## config.mk

```make
export PLATFORM = sky130hd
export DESIGN_NAME = div_ctrl
export DESIGN_NICKNAME = d
export VERILOG_FILES = /design/src/rtl/div_pkg.sv /design/src/rtl/div_step.sv /design/src/rtl/div_ctrl.sv
export SDC_FILE = /design/constraint.sdc
export NUM_CORES = 1
export LEC_CHECK = 0
export BUFFER_PORTS_ARGS = -buffer_cell sky130_fd_sc_hd__buf_2
export CORE_AREA = 2 2 124 156
export CTS_BUF_LIST = sky130_fd_sc_hd__clkbuf_8
export DETAILED_ROUTE_END_ITERATION = 7
export DIE_AREA = 0 0 126 158
export PLACE_DENSITY = 0.93
export SLEW_MARGIN = 20
export SYNTH_ARGS = -nofsm -noshare
export SYNTH_HDL_FRONTEND = slang
export SYNTH_SLANG_ARGS = --single-unit
```

## constraint.sdc

```tcl
create_clock -name clk -period 7.2 [get_ports clk]
set_input_delay 0.36 -clock clk [delete_from_list [all_inputs] [get_ports clk]]
set_output_delay 0.36 -clock clk [all_outputs]
set_load 0.02 [all_outputs]
```

## src/rtl/div_pkg.sv

```systemverilog
// div_pkg: shared state encoding and constants for the radix-2 divide controller
package div_pkg;
  typedef enum logic [1:0] {IDLE, BUSY, DONE} state_t;
  localparam int DIV_WIDTH = 32;
  localparam logic [DIV_WIDTH-1:0] DIV_ZERO_QUO = '1;
endpackage

```

## src/rtl/div_step.sv

```systemverilog
// div_step: one combinational restoring shift-subtract iteration
module div_step #(
  parameter int WIDTH = 32
) (
  input  logic [WIDTH-1:0] rem,
  input  logic [WIDTH-1:0] quo,
  input  logic [WIDTH-1:0] divisor,
  output logic [WIDTH-1:0] rem_next,
  output logic [WIDTH-1:0] quo_next
);
  logic [WIDTH:0] rem_sh, trial;
  logic ok;
  assign rem_sh = {rem, quo[WIDTH-1]};
  assign trial = rem_sh - {1'b0, divisor};
  assign ok = ~trial[WIDTH];
  assign rem_next = ok ? trial[WIDTH-1:0] : rem_sh[WIDTH-1:0];
  assign quo_next = {quo[WIDTH-2:0], ok};
endmodule

```

## src/rtl/div_ctrl.sv

```systemverilog
// div_ctrl: multi-cycle DIV/DIVU controller with pipeline stall, flush annul and HI/LO results
module div_ctrl
  import div_pkg::*;
#(
  parameter int WIDTH = DIV_WIDTH
) (
  input  logic             clk,
  input  logic             rst,
  input  logic             startE,
  input  logic             signedE,
  input  logic [WIDTH-1:0] srcaE,
  input  logic [WIDTH-1:0] srcbE,
  input  logic             cancelE,
  output logic             stall_divE,
  output logic             div_doneE,
  output logic [WIDTH-1:0] lo_divE,
  output logic [WIDTH-1:0] hi_divE
);
  localparam int CW = $clog2(WIDTH + 1);
  state_t state;
  logic [CW-1:0] cnt;
  logic [WIDTH-1:0] rem, quo, dvs, rem_n, quo_n;
  logic qneg, rneg, sa, sb;
  div_step #(.WIDTH(WIDTH)) u_step (
    .rem(rem),
    .quo(quo),
    .divisor(dvs),
    .rem_next(rem_n),
    .quo_next(quo_n)
  );
  assign sa = signedE & srcaE[WIDTH-1];
  assign sb = signedE & srcbE[WIDTH-1];
  assign stall_divE = ~cancelE & ((state == IDLE & startE) | state == BUSY);
  // divide by zero parks the raw dividend in rem and all ones in quo, so DONE needs no special case
  always_ff @(posedge clk) begin
    if (rst) begin
      state <= IDLE;
      cnt <= '0;
      rem <= '0;
      quo <= '0;
      dvs <= '0;
      qneg <= 1'b0;
      rneg <= 1'b0;
      div_doneE <= 1'b0;
      lo_divE <= '0;
      hi_divE <= '0;
    end else begin
      div_doneE <= 1'b0;
      case (state)
        IDLE: if (startE & ~cancelE) begin
          dvs <= sb ? -srcbE : srcbE;
          cnt <= CW'(WIDTH);
          if (srcbE == '0) begin
            rem <= srcaE;
            quo <= {WIDTH{DIV_ZERO_QUO[0]}};
            qneg <= 1'b0;
            rneg <= 1'b0;
            state <= DONE;
            div_doneE <= 1'b1;
          end else begin
            rem <= '0;
            quo <= sa ? -srcaE : srcaE;
            qneg <= sa ^ sb;
            rneg <= sa;
            state <= BUSY;
          end
        end
        BUSY: if (cancelE) state <= IDLE;
        else begin
          rem <= rem_n;
          quo <= quo_n;
          cnt <= cnt - CW'(1);
          if (cnt == CW'(1)) begin
            state <= DONE;
            div_doneE <= 1'b1;
          end
        end
        DONE: begin
          lo_divE <= qneg ? -quo : quo;
          hi_divE <= rneg ? -rem : rem;
          state <= IDLE;
        end
        default: state <= IDLE;
      endcase
    end
  end
endmodule
```

==> results.sh, run 1 <==
export IMPL_slowest_delay_ns=0.45
export IMPL_wl_per_cell_um=17.8
export IMPL_synth_enable_flop_cells=0
export IMPL_ys_warn_count=0
export IMPL_critPathBufInv=2
export IMPL_seqPwrFrac=0.415
export IMPL_critPathSlowestCell="buf_4"
export IMPL_hold_viol_final=0
export IMPL_yosys_area_top_type="dfxtp_1"
export IMPL_async_reset_ff_frac=0
export IMPL_clk_path_buf_depth=2
export IMPL_fin_skew_ns=0.0119
export IMPL_drtAntennaViolNets=0
export IMPL_cts_resized=0
export IMPL_finalCoreUtilization=0.650
export IMPL_clock_latency_ns=0.49
export IMPL_synthTopCellsByArea="dfxtp_1 31%, xor2_1 6.9%, nor2_1 5.8%, a211oi_1 5.6%, a21oi_1 5.4%"
export IMPL_worstHoldEndpoint="dvs[1]$_SDFFE_PP0P_"
export IMPL_antenna_found_initial=2
export IMPL_yosysMostFrequentCell="dfxtp_1"
export IMPL_first_pass_iters=5
export IMPL_status="finished clean"
export IMPL_htree_levels=4
export IMPL_setup_tns_ns=0
export IMPL_grt_pass1_wl_um=49100
export IMPL_hpwl_um=22300
export IMPL_min_from="srcbE[1]"
export IMPL_p_sw_frac=0.352
export IMPL_period_minus_slack_ns=3.96
export IMPL_clockPowerShare=0.277
export IMPL_crit_fanout=42
export IMPL_via_per_inst=6.37
export IMPL_seq_area_frac_synth=0.314
export IMPL_hold_buffers=0
export IMPL_grt_max_degree=108
export IMPL_setup_violations_final=0
export IMPL_drv_slew=0
export IMPL_power_switching_mw=0.891
export IMPL_path_cells="inv_1 > ha_1 > fa_1 > nand2b_1 > a21o_1 > a211oi_1 > o21a_1 > o41a_1 > o221ai_1 > xnor2_2 > buf_4 > mux2_2 > a221oi_1 > nor3_1"
export IMPL_design_area_sq_um=12000
export IMPL_drive_gt1_frac=0.140
export IMPL_synth_cell_types=59
export IMPL_period_share=0.550
export IMPL_via_count=10900
export IMPL_root_buffer="clkbuf_8"
export IMPL_worst_pin_slew_ns=0.989
export IMPL_synth_common_cells="171 x dfxtp_1, 170 x nor2_1, 121 x nand2_1"
export IMPL_slew_headroom=0.340
export IMPL_io_buffers=134
export IMPL_max_cap_violations=0
export IMPL_fin_nets=1574
export IMPL_p_int_mw=1.64
export IMPL_gp_congestion=1.02
export IMPL_drt_iter0_drc=1079
export IMPL_overflow=0
export IMPL_hold_path_depth=3
export IMPL_cts_buffers=17
export IMPL_syn_instance_count=1397
export IMPL_reg2reg_to="rem[20]$_SDFFE_PP0P_"
export IMPL_critPathRequiredTime_ns=7.54
export IMPL_worstSetupPathType="reg2reg"
export IMPL_die_h_um=158
export IMPL_routed_wl_um=30500
export IMPL_ir_worst_vdd_v=0.000120
export IMPL_fmax_mhz=253
export IMPL_cts_tree="done"
export IMPL_crit_arrival_ns=4.29
export IMPL_rows=56
export IMPL_postPlaceCellArea_sq_um=11600
export IMPL_postCtsSetupBuffers=0
export IMPL_ys_flop_type="dfxtp_1"
export IMPL_start_kind="flip-flop"
export IMPL_rr_startpoint="quo[31]$_SDFFE_PP0P_"
export IMPL_synth_avg_cell_area_sq_um=7.81
export IMPL_syn_area_sq_um=10900
export IMPL_rrSetupSlack_ns=3.24
export IMPL_route_detailed_drc=0
export IMPL_area_growth_pct=10.2
export IMPL_die_x_um=126
export IMPL_worstHoldPathType="in2reg"
export IMPL_syn_nets=1505
export IMPL_synth_seq_cells=171
export IMPL_cpLargestDelayFamily="compound AO/OA/AOI/OAI gates"
export IMPL_pin_count=135
export IMPL_grt_util_all_layers=0.302
export IMPL_start_util=0.590
export IMPL_rr_worst_depth=14
export IMPL_numClockSinks=171
export IMPL_die_area_sq_um=19900
export IMPL_comb_power_share=0.308
export IMPL_clk_pin_slew_ns=0.09
export IMPL_core_sq_um=18500
export IMPL_grt_pass1_vias=10100
export IMPL_powerDensity_nw_per_um2=211
export IMPL_rsz0062_at_grt="no"
export IMPL_p_leak_nw=4.65
export IMPL_synth_top_area_frac=0.314
export IMPL_cp_end_kind="flip-flop"
[state kept, by name (all words and copies together) (netlist names)]
signal and cells:
lo_divE 32, rneg 1, hi_divE 32, state 2
div_doneE 1, dvs 32, cnt 6, qneg 1
rem 32, quo 32
[how the worst max path moves through the flow]
stage                    startpoint                    to  slack, ns  cells after the start
6_report       quo[31]$_SDFFE_PP0P_  rem[20]$_SDFFE_PP0P_       3.24                     14
5_1_grt        quo[31]$_SDFFE_PP0P_  rem[20]$_SDFFE_PP0P_       3.01                     14
4_1_cts        quo[31]$_SDFFE_PP0P_  rem[20]$_SDFFE_PP0P_       3.29                     14
3_5_place_dp   quo[31]$_SDFFE_PP0P_  rem[11]$_SDFFE_PP0P_       3.36                     14
3_3_place_gp   quo[31]$_SDFFE_PP0P_  rem[15]$_SDFFE_PP0P_       3.46                     14
2_1_floorplan  quo[31]$_SDFFE_PP0P_  rem[14]$_SDFFE_PP0P_       3.70                     14
[power groups by stage]
| stage | combinational, mW | clock (mW) | sequential, mW |
|---|---|---|---|
| final | 0.781 | 0.700 | 1.05 |
| after global routing | 0.858 | 0.736 | 1.06 |
| after CTS | 0.767 | 0.703 | 1.05 |
| after detailed placement | 0.760 | 0 | 1.07 |
| after global placement | 0.743 | 0 | 1.07 |
| after floorplan | 0.589 | 0 | 1.05 |
[cell type report]
class,count,area [sq um]
diodes,2,5.00
clock buffers,19,262
clock inverters,12,139
fillers,1546,6470
inverters,53,199
multi-input cells,1079,6960
flip-flops and latches,171,3420
well taps,232,290
repair buffers,144,748
[through the flow]
step / cells / power (mW) / hold WS (ns) / setup WS [ns]
floorplan: 1397 / 1.64 / 0.432 / 3.70
global placement: 1679 / 1.81 / 0.438 / 3.46
detailed placement: 1679 / 1.83 / 0.444 / 3.36
CTS: 1710 / 2.52 / 0.160 / 3.29
global route: 1712 / 2.65 / 0.188 / 3.01
finish: 1712 / 2.53 / 0.174 / 3.24
[cells in the final DEF (no fill, tap or decap), types with 14 or more instances in the layout]
cell type  count
nand2_1      121
xor2_1        86
nand2b_1      15
a21oi_1      117
ha_1          38
or3_1         20
o221ai_1      27
clkbuf_8      19
o41ai_1       15
inv_1         53
o21ai_0       48
a211oi_1      82
mux2_2        14
a21o_1        14
nor4_1        18
nand3_1       16
a221oi_1      19
o31ai_1       24
xnor2_1       54
nor3_1        40
buf_2        133
nor2_1       169
dfxtp_1      171
[per-layer routing]
layer | routed length [um] | track usage | vias up
met5 | 0 | 0 | -
met4 | 1930 | 0.201 | 0
met3 | 2540 | 0.0571 | 143
met2 | 14500 | 0.512 | 570
met1 | 11500 | 0.346 | 4980
li1 | - | - | 5213
[worst register-to-register path: stages, from the launching register on]
cell and delay (ns):
dfxtp_1 0.36, inv_1 0.08, ha_1 0.23, fa_1 0.39, nand2b_1 0.20, a21o_1 0.20
a211oi_1 0.36, o21a_1 0.19, o41a_1 0.20, o221ai_1 0.18, xnor2_2 0.14, buf_4 0.45
mux2_2 0.43, a221oi_1 0.31, nor3_1 0.09
[cells by family after synthesis]
kind of cell | after synthesis | share of synthesized area
XOR/XNOR | 141 | 0.113
buffers and inverters | 147 | 0.0511
AND/OR/NAND/NOR | 455 | 0.193
AO/OA/AOI/OAI | 419 | 0.259
flip-flops | 171 | 0.314
adder cells (fa/ha/maj) | 39 | 0.0454
multiplexers | 25 | 0.0245
Power figures use the tool's default switching activity.
==> inputs of run 2 (changes only) <==
- ABC_AREA: default -> 1
- CORE_AREA: 2 2 124 156 -> 2 2 140 176
- DIE_AREA: 0 0 126 158 -> 0 0 142 178
- PLACE_DENSITY: 0.93 -> 0.91
- clock period: 7.2 -> 3.4 ns (I/O delays scaled with it)
==> results.sh, run 2 <==
export IMPL_status="finished clean"
export IMPL_cts_buffers=17
export IMPL_fill_cells=2275
export IMPL_die_x_um=142
export IMPL_final_common_cell="nand2_1"
export IMPL_clk_path_buf_depth=2
export IMPL_worstSetupPathType="reg2reg"
export IMPL_start_util=0.556
export IMPL_rsz0062_at_grt="no"
export IMPL_rows=63
export IMPL_ys_flop_type="dfxtp_1"
export IMPL_route_detailed_drc=0
export IMPL_critPathRequiredTime_ns=3.75
export IMPL_hpwl_um=32600
export IMPL_yosys_area_top_type="dfxtp_1"
export IMPL_clock_latency_ns=0.51
export IMPL_syn_instance_count=2183
export IMPL_start_kind="flip-flop"
export IMPL_drt_iter0_drc=1252
export IMPL_synth_seq_cells=171
export IMPL_wl_per_cell_um=16.3
export IMPL_worstHoldPathType="in2reg"
export IMPL_synth_cell_types=54
export IMPL_synthTopCellsByArea="dfxtp_1 26%, nand2_1 17%, inv_1 10%, a21oi_1 7.9%, nor2_1 5.7%"
export IMPL_antenna_found_initial=0
export IMPL_layout_cells_non_filler=2581
export IMPL_io_buffers=134
export IMPL_die_area_sq_um=25300
export IMPL_root_buffer="clkbuf_8"
export IMPL_max_cap_violations=0
export IMPL_grt_pass1_vias=13100
export IMPL_layout_common_cells="576 x nand2_1, 364 x inv_1, 206 x a21oi_1"
export IMPL_setup_tns_ns=0
export IMPL_synth_avg_cell_area_sq_um=6.00
export IMPL_powerDensity_nw_per_um2=420
export IMPL_hold_viol_final=0
export IMPL_grt_pass1_wl_um=65700
export IMPL_drv_slew=0
export IMPL_seq_area_frac_synth=0.261
export IMPL_via_per_inst=5.57
export IMPL_synth_enable_flop_cells=0
export IMPL_synth_common_cells="576 x nand2_1, 365 x inv_1, 206 x a21oi_1"
export IMPL_placed_cells=2542
export IMPL_ys_warn_count=0
export IMPL_pin_count=135
export IMPL_async_reset_ff_frac=0
export IMPL_p_leak_nw=7.50
export IMPL_gp_congestion=1.02
export IMPL_syn_nets=2291
export IMPL_synth_top_area_frac=0.261
export IMPL_area_growth_pct=9.91
export IMPL_grt_max_degree=87
export IMPL_clk_pin_slew_ns=0.10
export IMPL_cp_end_kind="flip-flop"
export IMPL_worst_pin_slew_ns=0.895
export IMPL_cts_tree="done"
export IMPL_via_count=14400
export IMPL_numClockSinks=171
export IMPL_core_sq_um=23600
export IMPL_fin_nets=2385
export IMPL_period_minus_slack_ns=2.70
export IMPL_ir_worst_vdd_v=0.000331
export IMPL_syn_area_sq_um=13100
export IMPL_crit_arrival_ns=3.05
export IMPL_yosysMostFrequentCell="nand2_1"
export IMPL_overflow=0
export IMPL_die_h_um=178
export IMPL_drtAntennaViolNets=0
export IMPL_drive_gt1_frac=0.103
export IMPL_slew_headroom=0.403
export IMPL_routed_wl_um=42200
export IMPL_crit_fanout=31
export IMPL_first_pass_iters=6
export IMPL_grt_util_all_layers=0.333
export IMPL_fin_skew_ns=0.0131
export IMPL_setup_violations_final=0
export IMPL_period_share=0.795
export IMPL_htree_levels=4
export IMPL_postCtsSetupBuffers=0
export IMPL_fmax_mhz=370
## run 2: changes by cell type after synthesis, moves of 44 or more
cell	previous run	this run
nand2_1	121	576
a21oi_1	117	206
xnor2_1	55	11
inv_1	53	365
a211oi_1	82	1
o21ai_0	48	148
nand3_1	16	114
## run 2: report_power, final
| part | internal, mW | leakage, nW | switching (mW) | total, mW |
|---|---|---|---|---|
| registers | 2.09 | 1.39 | 0.111 | 2.20 |
| clock network | 0.778 | 0.205 | 0.798 | 1.58 |
| logic | 0.699 | 5.90 | 1.57 | 2.26 |
| total | 3.57 | 7.50 | 2.47 | 6.05 |
## run 2: through the flow
step	util	hold WS, ns	total power, mW	area [sq um]	setup WS (ns)
floorplan	-	0.276	3.87	13100	1.17
global placement	0.589	0.454	4.41	13900	0.847
detailed placement	0.589	0.465	4.44	13900	0.778
CTS	0.611	0.00494	6.00	14400	0.746
global route	0.611	0.0390	6.39	14400	0.530
finish	0.611	0.0172	6.05	14400	0.698
## run 2: layout make-up
class / instances / area [sq um] / area share
antenna: 1 / 2.50 / 0.000174
clock buffer: 20 / 275 / 0.0191
clock inverter: 10 / 143 / 0.00991
inverter: 373 / 1400 / 0.0975
multi-input combinational: 1558 / 7910 / 0.550
sequential: 171 / 3420 / 0.238
tap: 292 / 365 / 0.0254
timing repair buffer: 156 / 868 / 0.0603
## run 2: worst paths after layout
| path | endpoint | from | cells after the start | slack, ns |
|---|---|---|---|---|
| worst min-delay path | dvs[8]$_SDFFE_PP0P_ | srcbE[8] | 3 | 0.02 |
| worst max-delay path | rem[4]$_SDFFE_PP0P_ | quo[31]$_SDFFE_PP0P_ | 17 | 0.70 |
| worst min register to register | quo[29]$_SDFFE_PP0P_ | quo[29]$_SDFFE_PP0P_ | 2 | 0.48 |
| worst max register to register | rem[4]$_SDFFE_PP0P_ | quo[31]$_SDFFE_PP0P_ | 17 | 0.70 |
## run 2: per-layer routing
| metal | global-route usage | wire, um |
|---|---|---|
| met3 | 0.0419 | 2970 |
| met4 | 0.224 | 2900 |
| met2 | 0.575 | 20300 |
| met1 | 0.384 | 16000 |
| met5 | 0 | 0 |
## run 2: cells by family (layout without fill, tap and decap cells)
family / count (synthesis) / after routing / synth area share
fa+ha+maj: 39 / 39 / 0.0378
buf+inv: 454 / 559 / 0.136
xor+xnor: 95 / 95 / 0.0635
compound gates: 429 / 429 / 0.180
simple gates: 995 / 995 / 0.321
other cells: 0 / 1 / 0
flops: 171 / 171 / 0.261
## run 2: worst max-delay path, cell delays in order (launching register included)
cell,delay (ns)
dfxtp_1,0.37
inv_1,0.12
ha_1,0.25
fa_1,0.40
inv_1,0.11
nand3_2,0.07
nand2_2,0.12
nand2_2,0.07
nand2_4,0.08
nand2_4,0.05
nand2_4,0.07
nand2_4,0.07
nand2_4,0.07
nand2_4,0.08
nand2_4,0.32
nand2_1,0.12
nand3_1,0.10
a21oi_1,0.06
## run 2: what timing repair did
| action | in CTS | in global routing |
|---|---|---|
| hold buffers | 8 | 0 |
| gates resized for setup | 0 | 0 |
| setup endpoints to repair | 0 | 0 |
| endpoints found under the hold margin | 8 | 0 |
